## config.mk

```make
export PLATFORM = sky130hd
export DESIGN_NAME = div_unit
export DESIGN_NICKNAME = d
export VERILOG_FILES = /design/src/rtl/div_unit.sv
export SDC_FILE = /design/constraint.sdc
export NUM_CORES = 1
export LEC_CHECK = 0
export BUFFER_PORTS_ARGS = -buffer_cell sky130_fd_sc_hd__buf_4
export CAP_MARGIN = 40
export CORE_MARGIN = 2
export CORE_UTILIZATION = 55
export CTS_BUF_LIST = sky130_fd_sc_hd__clkbuf_8 sky130_fd_sc_hd__clkbuf_16
export DETAILED_ROUTE_END_ITERATION = 6
export GPL_TIMING_DRIVEN = 0
export PLACE_DENSITY_LB_ADDON = 0.08
export SYNTH_ARGS = -nofsm -noshare
export SYNTH_HDL_FRONTEND = slang
export SYNTH_SLANG_ARGS = --single-unit
```

## constraint.sdc

```tcl
create_clock -name clk -period 7.5 [get_ports clk]
set_input_delay 1.125 -clock clk [delete_from_list [all_inputs] [get_ports clk]]
set_output_delay 1.125 -clock clk [all_outputs]
set_load 0.03 [all_outputs]
```

## src/rtl/div_unit.sv

```systemverilog
// div_unit: multicycle radix-2 restoring divider for RV32M DIV/DIVU/REM/REMU in EXE.
// Ports: clk/rst (sync, active-high); start/op/opA/opB request; flush abort;
//        div_running stall request; done one-cycle pulse with result (held until next accepted op).
// Latency: 35 cycles normal (accept, 32 x CALC, FIX, DONE), 2 cycles for divide-by-zero / signed overflow.
module div_unit #(
    parameter int WIDTH = 32
) (
    input  logic             clk,
    input  logic             rst,
    input  logic             start,
    input  logic [1:0]       op,
    input  logic [WIDTH-1:0] opA,
    input  logic [WIDTH-1:0] opB,
    input  logic             flush,
    output logic             div_running,
    output logic             done,
    output logic [WIDTH-1:0] result
);

    localparam int CW = $clog2(WIDTH) + 1;
    localparam logic [CW-1:0]    LAST_ITER = CW'(WIDTH - 1);
    localparam logic [WIDTH-1:0] MIN_NEG   = {1'b1, {(WIDTH-1){1'b0}}};

    typedef enum logic [1:0] {IDLE, CALC, FIX, DONE} state_t;

    state_t state, state_nxt;

    logic [1:0]       op_q;
    logic [WIDTH-1:0] quo;      // holds |A| on entry, shifts out dividend bits / in quotient bits
    logic [WIDTH-1:0] rem;      // partial remainder; always < B, so WIDTH bits suffice between steps
    logic [WIDTH-1:0] b_q;
    logic             q_neg;
    logic             r_neg;
    logic [CW-1:0]    cnt;

    // Request decode (op[0]=1 unsigned, op[1]=1 remainder)
    logic             is_signed;
    logic             div_zero;
    logic             ovf;
    logic             special;
    logic             accept;
    logic [WIDTH-1:0] a_abs;
    logic [WIDTH-1:0] b_abs;

    assign is_signed = ~op[0];
    assign div_zero  = (opB == '0);
    assign ovf       = is_signed && (opA == MIN_NEG) && (opB == '1);
    assign special   = div_zero || ovf;
    assign accept    = (state == IDLE) && start && !flush;
    assign a_abs     = (is_signed && opA[WIDTH-1]) ? (~opA + 1'b1) : opA;
    assign b_abs     = (is_signed && opB[WIDTH-1]) ? (~opB + 1'b1) : opB;

    // One restoring step: shift {rem, quo} left, try subtracting B in WIDTH+1 bits.
    logic [WIDTH:0]   rem_sh;
    logic [WIDTH:0]   trial;
    logic             trial_ok;

    assign rem_sh   = {rem, quo[WIDTH-1]};
    assign trial    = rem_sh - {1'b0, b_q};
    assign trial_ok = ~trial[WIDTH];

    // Sign fix-up applied in FIX
    logic [WIDTH-1:0] q_fix;
    logic [WIDTH-1:0] r_fix;

    assign q_fix = (q_neg && op_q == 2'b00) ? (~quo + 1'b1) : quo;
    assign r_fix = (r_neg && op_q == 2'b10) ? (~rem + 1'b1) : rem;

    always_ff @(posedge clk) begin
        if (rst) begin
            state <= IDLE;
        end else begin
            state <= state_nxt;
        end
    end

    always_comb begin
        state_nxt   = state;
        div_running = 1'b0;
        done        = 1'b0;
        unique case (state)
            IDLE: begin
                if (accept) begin
                    div_running = 1'b1;
                    state_nxt   = special ? DONE : CALC;
                end
            end
            CALC: begin
                div_running = 1'b1;
                if (cnt == LAST_ITER) begin
                    state_nxt = FIX;
                end
            end
            FIX: begin
                div_running = 1'b1;
                state_nxt   = DONE;
            end
            DONE: begin
                // start is still high from the departing instruction; it is not a new op
                done      = 1'b1;
                state_nxt = IDLE;
            end
            default: state_nxt = IDLE;
        endcase
        if (flush) begin
            state_nxt = IDLE;
        end
    end

    always_ff @(posedge clk) begin
        if (rst) begin
            op_q   <= '0;
            quo    <= '0;
            rem    <= '0;
            b_q    <= '0;
            q_neg  <= 1'b0;
            r_neg  <= 1'b0;
            cnt    <= '0;
            result <= '0;
        end else begin
            unique case (state)
                IDLE: begin
                    if (accept) begin
                        op_q  <= op;
                        quo   <= a_abs;
                        b_q   <= b_abs;
                        q_neg <= opA[WIDTH-1] ^ opB[WIDTH-1];
                        r_neg <= opA[WIDTH-1];
                        rem   <= '0;
                        cnt   <= '0;
                        // Special cases skip CALC/FIX, so the answer is preset here
                        if (div_zero) begin
                            result <= op[1] ? opA : '1;
                        end else if (ovf) begin
                            result <= op[1] ? '0 : MIN_NEG;
                        end
                    end
                end
                CALC: begin
                    rem <= trial_ok ? trial[WIDTH-1:0] : rem_sh[WIDTH-1:0];
                    quo <= {quo[WIDTH-2:0], trial_ok};
                    cnt <= cnt + 1'b1;
                end
                FIX: begin
                    // A flushed op must not overwrite the previous result
                    if (!flush) begin
                        result <= op_q[1] ? r_fix : q_fix;
                    end
                end
                default: ;
            endcase
        end
    end

endmodule
```

* Yosys cells after proc, flatten, opt, wreduce, memory -nomap -nowiden *
Index checks and enable logic that the tools add are counted.

operators by class
  add/sub/neg operators = 6
  multipliers = 0
  div/mod/pow operators = 0
  magnitude comparators = 0
  equal/unequal tests = 11
  shift-type cells = 0
  mux-type cells = 26
  bitwise operators = 7
  reductions and logical operators = 21

operators by type and width
  operator                                             count
  2-to-1 mux 32 bit                                    14
  one-hot mux 32 bit (2 select lines)                  3
  adder 32 x 1 -> 32 bit, second input constant        4
  NOT 32 bit                                           4
  equality test 32 bit, second input constant          2
  subtractor 33 x 32 -> 33 bit                         1
  logical NOT 32 bit                                   1
  one-hot mux 6 bit (2 select lines)                   1
  logical AND 1 bit                                    8
  one-hot mux 2 bit (4 select lines)                   1
  adder 6 x 1 -> 6 bit, second input constant          1
  equality test 2 bit, second input constant           3
  equality test 6 x 5 -> 1 bit, second input constant  1
  2-to-1 mux 2 bit                                     3
  2-to-1 mux 6 bit                                     1
  inequality test 2 bit, second input constant         3
  AND reduction 2 bit                                  3
  logical NOT 2 bit                                    2
  AND reduction 4 bit                                  1
  nonzero test 2 bit                                   2
  OR reduction 2 bit                                   2
  inequality test 3 bit, second input constant         1
  equality test 2 x 1 -> 1 bit, second input constant  1
  2-to-1 mux 1 bit                                     2
  5 further kinds                                      6

storage, ports and cells
  register bits = 140
  bits in latches = 0
  RAM bits = 0
  ROM bits = 0
  bits of input ports = 70
  output and inout bits = 34
  memories = 0

* Logic depth before layout (Yosys ltp) *
  depth after elaboration = 7
  mapped depth = 14
  depth with buffers taken out = 12

* Worst setup path before layout *
Ideal clock, no wire load.

  path type = input -> output
  from = input start
  to = output div_running
  arrival time = 2316 ps
  path slack = 4059 ps
  cell stages on the path = 5
  buffers on the path = 2
  cells stage by stage = nand2_1 -> or2_2 -> clkbuf_1 -> clkbuf_1 -> a21oi_1

between the ends
  cells in the longest elaborated chain, start to end = 4

RTL lines
  item                                line  text
  from (decl)                         10    input logic start,
  logical AND 1 bit (2 in series)     49    assign accept = (state == IDLE) && start && !flush;
  2-to-1 mux 1 bit                    83    if (accept) begin
  one-hot mux 1 bit (2 select lines)  81    unique case (state)
  to (decl)                           15    output logic div_running,

Every way passes these cells.

* Worst setup path after layout *
  from = input opA[0]
  to = register result[11]

between the ends
  cells in the longest elaborated chain, start to end = 5

RTL lines
  item                                    line  text
  from (decl)                             12    input logic [WIDTH-1:0] opA,
  equality test 32 bit                    47    assign ovf = is_signed && (opA == MIN_NEG) && (opB == '1);
  logical AND 1 bit (2 in series)         47
  inequality test 3 bit (no source line)  n/a
  AND reduction 4 bit (no source line)    n/a
  to (signal assigned)                    133   result <= op[1] ? opA : '1;
  to (signal assigned)                    135   result <= op[1] ? '0 : MIN_NEG;
  to (signal assigned)                    147   result <= op_q[1] ? r_fix : q_fix;
  to (decl)                               17    output logic [WIDTH-1:0] result

Every way passes these cells.
A chain may end at the register's enable or synchronous reset.

==> key figures <==
Run status
  – Status: complete, no violations

Setup path
  – Crit path buf inv count: 3
  – Worst Setup SP: opA[0]
  – Critical Path Stages: 13
  – Path depth of the worst reg2reg path: 14
  – Critical Path AT: 4.35 ns
  – Crit end category: flip-flop
  – Setup crit start kind: input port
  – RR Startpoint: quo[31]
  – Setup crit end: result[11]
  – FF-to-FF End: rem[30]
  – Critical-path top delay cell: or4b_2
  – Worst-path fanout max: 10
  – CP cell instances: buf_4 -> inv_1 -> ha_1 -> or4b_2 -> nor3_1 -> nand2_1 -> nor4b_2 -> a21oi_1 -> o21ai_4 -> buf_2 -> o211ai_1 -> o21ai_0 -> nor2_1
  – Worst Setup Path Type: input port to flip-flop
  – Slowest Stage Delay on Critical Path: 0.61 ns
  – Critical Path RT: 7.79 ns
  – CP delay by family, top: simple AND/OR/NAND/NOR gates
  – R2R Setup Slk: 4.05 ns

Place
  – Setup WS pre-CTS: 3.18 ns
  – DP Area: 11,900 sq um
  – GP Congestion: 0.938
  – PortBufs: 101
  – Placed instance count: 1,845
  – Hpwl dp: 28,300 um

Logic synthesis
  – Register area share after synthesis: 26.0%
  – Synth cell types: 73
  – Flops & latches, synth: 140
  – Largest family of logic cells by synthesized area: compound AO/OA/AOI/OAI gates
  – Cell area after synthesis: 10,800 sq um
  – Synth area leader: dfxtp_1
  – Yosys top cell area share: 26.0%
  – Mapped Cells: 1,479
  – Synth Area in Simple Gates: 23.0%
  – Fraction of the mapped netlist area in compound gates: 27.3%
  – Most used DFF post-synth: dfxtp_1
  – Async set-reset flop share out of synthesis: 0%
  – Post-synth EDFFs: 0
  – Xor/xnor share of the synthesized area: 11.6%
  – YS warnings: 0
  – Largest cells by area after synthesis: dfxtp_1 (26%), o21ai_0 (6.1%), a21oi_1 (6.0%)
  – Syn Nets: 1,593
  – Post-synthesis adder-cell area fraction: 5.18%
  – Mux share of post-synthesis cell area: 1.59%
  – Syn avg cell area: 7.28 sq um

Floorplanning
  – Initial Util: 55.7%
  – Rows: 51
  – Core area: 19,300 sq um
  – Full die area: 20,700 sq um
  – Die outline height: 144 um
  – I/O pins: 104
  – DIE WIDTH: 144 um

Clock tree
  – Sinks on Clock Net: 140
  – CTS Hold Bufs: 0
  – Clock buffer count from CTS: 17
  – Setup bufs post-CTS: 0
  – CTS tree: yes
  – PostCTS Resize Cnt: 0
  – Clk Latency, worst-skew pair: 0.44 ns
  – CTS root buf: clkbuf_16
  – Clk slew on worst S/H paths: 0.06 ns
  – CTS max path bufs: 2
  – Clock H-tree levels: 4

Power
  – Sequential share of power: 39.2%
  – Switching power: 0.647 mW
  – Internal: 1.39 mW
  – Net Sw Frac: 31.7%
  – Clock network power share: 40.2%
  – Logic pwr share: 20.6%
  – Leakage: 4.66 nW
  – P per Cell Area: 164 nW/um^2
  – Worst VDD drop: 0.149 mV
  – Total power: 2.04 mW

Global route
  – Antenna violations before repair: 0
  – Vias in the first global route: 10,500
  – Grt ovf: 0
  – First-pass GRT wire length: 56,300 um
  – GRT Total Usage: 35.1%
  – Largest net degree at the start of global routing: 17

STA
  – Slew Limit Fails: 0
  – Worst-margin pin slew: 0.919 ns
  – Post-Route Skew: 0.0151 ns
  – Setup TNS: 0 ns
  – Relative slew slack: 38.3%
  – Final Hold Viols: 0
  – Max Fclk: 247 MHz
  – Fin crit share: 54.1%
  – Final count of negative-setup-slack endpoints: 0
  – Final worst slack: 3.45 ns
  – Hold WS: 0.452 ns
  – Period minus WS final: 4.05 ns
  – RSZ-0062 raised after global routing: false

Min path
  – Hold Crit Class: flip-flop to flip-flop

Final layout
  – Fillers: 1,843
  – Final std cells w/o fill: 1,877
  – Fraction of layout cells with a size suffix above 1: 10.9%
  – Nets: 1,713
  – Layout area overhead: 15.3%
  – End-of-flow core utilization: 64.2%
  – Final Instance Area: 12,400 sq um
  – Diodes inserted: 0

Route
  – 1st-iter DRT viols: 1,103
  – Routed WL per cell: 19.2 um
  – Vias per cell: 6.21
  – DRC: 0
  – DR pass1 iterations: 7
  – Vias: 11,600
  – Post-Route WL: 36,000 um
  – Final ANT Viol Nets: 0

Flow run
  – Maxcap violations: 0
-- final cells by class --
class                   instances  area [sq um]  area share (%)
well taps                     265           332            2.67
plain buffers                  84           352            2.83
clock buffers                  18           439            3.54
inverters                      60           225            1.81
repair buffers                101           758            6.10
clock inverters                14           121           0.977
multi-input cells            1195          7390            59.5
flip-flops and latches        140          2800            22.6
-- worst register-to-register path, cell delays in order (launching register included) --
cell	delay [ns]
dfxtp_1	0.45
inv_1	0.12
ha_1	0.29
fa_1	0.43
nand2b_1	0.19
a21oi_1	0.29
o21a_1	0.28
o21ai_0	0.19
a21o_1	0.24
nand3_1	0.15
buf_4	0.22
buf_2	0.23
nor2_1	0.07
mux2i_1	0.13
nand2_1	0.06
-- synth_stat cells (all sizes together), types with 17 or more instances --
| master | n |
|---|---|
| a211oi | 37 |
| a21oi | 130 |
| buf | 18 |
| clkbuf | 66 |
| dfxtp | 140 |
| ha | 43 |
| inv | 58 |
| nand2 | 172 |
| nand2b | 23 |
| nand3 | 17 |
| nand4 | 17 |
| nor2 | 165 |
| nor3 | 41 |
| o211ai | 48 |
| o21ai | 136 |
| o31ai | 20 |
| xnor2 | 69 |
| xor2 | 74 |
-- registers in the layout, summed over array words and instances, names as in the netlist --
| name | flops |
|---|---|
| rem | 32 |
| op_q | 2 |
| r_neg | 1 |
| quo | 32 |
| cnt | 6 |
| result | 32 |
| state | 2 |
| q_neg | 1 |
| b_q | 32 |
-- power groups by stage --
stage | Sequential, mW | Clock [mW] | Combinational, mW
floorplan | 0.803 | 0 | 0.278
global route | 0.801 | 0.853 | 0.461
CTS | 0.798 | 0.823 | 0.410
global placement | 0.813 | 0 | 0.404
finish | 0.799 | 0.821 | 0.419
detailed placement | 0.814 | 0 | 0.407
-- per-layer routing --
layer | GRT usage, % | wire length, um
met5 | 0 | 0
met4 | 11.1 | 947
met1 | 49.8 | 16000
met3 | 8.73 | 3740
met2 | 52.2 | 15400
-- cells in the final DEF, fill, tap and decap left out, types with 16 or more instances in the layout --
cell,Yosys,final
nor3_1,37,37
a211oi_1,37,37
o21ai_0,132,132
dfxtp_1,140,140
clkbuf_1,66,66
inv_1,58,58
nand2_1,172,172
nand4_1,16,16
o31ai_1,20,20
xnor2_1,69,69
a31oi_1,16,16
buf_4,2,103
nand2b_1,23,23
or3_1,16,16
nand3_1,17,17
o211ai_1,48,48
mux2i_1,16,16
ha_1,43,43
xor2_1,74,74
a21oi_1,130,130
nor2_1,165,165
clkbuf_16,0,17
-- cell families (layout without fill, tap and decap cells) --
| kind of cell | Yosys count | count (layout) |
|---|---|---|
| buf+inv | 144 | 277 |
| xor+xnor | 143 | 143 |
| fa+ha+maj | 44 | 44 |
| flops | 140 | 140 |
| compound gates | 471 | 471 |
| simple gates | 520 | 520 |
| mux | 17 | 17 |
-- how the worst min path moves through the flow --
stage	start	to	slack, ns	depth (start not counted)
final	b_q[29]	b_q[29]	0.45	2
after global routing	b_q[29]	b_q[29]	0.47	2
after CTS	b_q[29]	b_q[29]	0.45	2
after detailed placement	b_q[29]	b_q[29]	0.44	2
after global placement	b_q[31]	b_q[31]	0.44	2
after floorplan	b_q[21]	b_q[21]	0.43	2
Power figures use the tool's default switching activity.
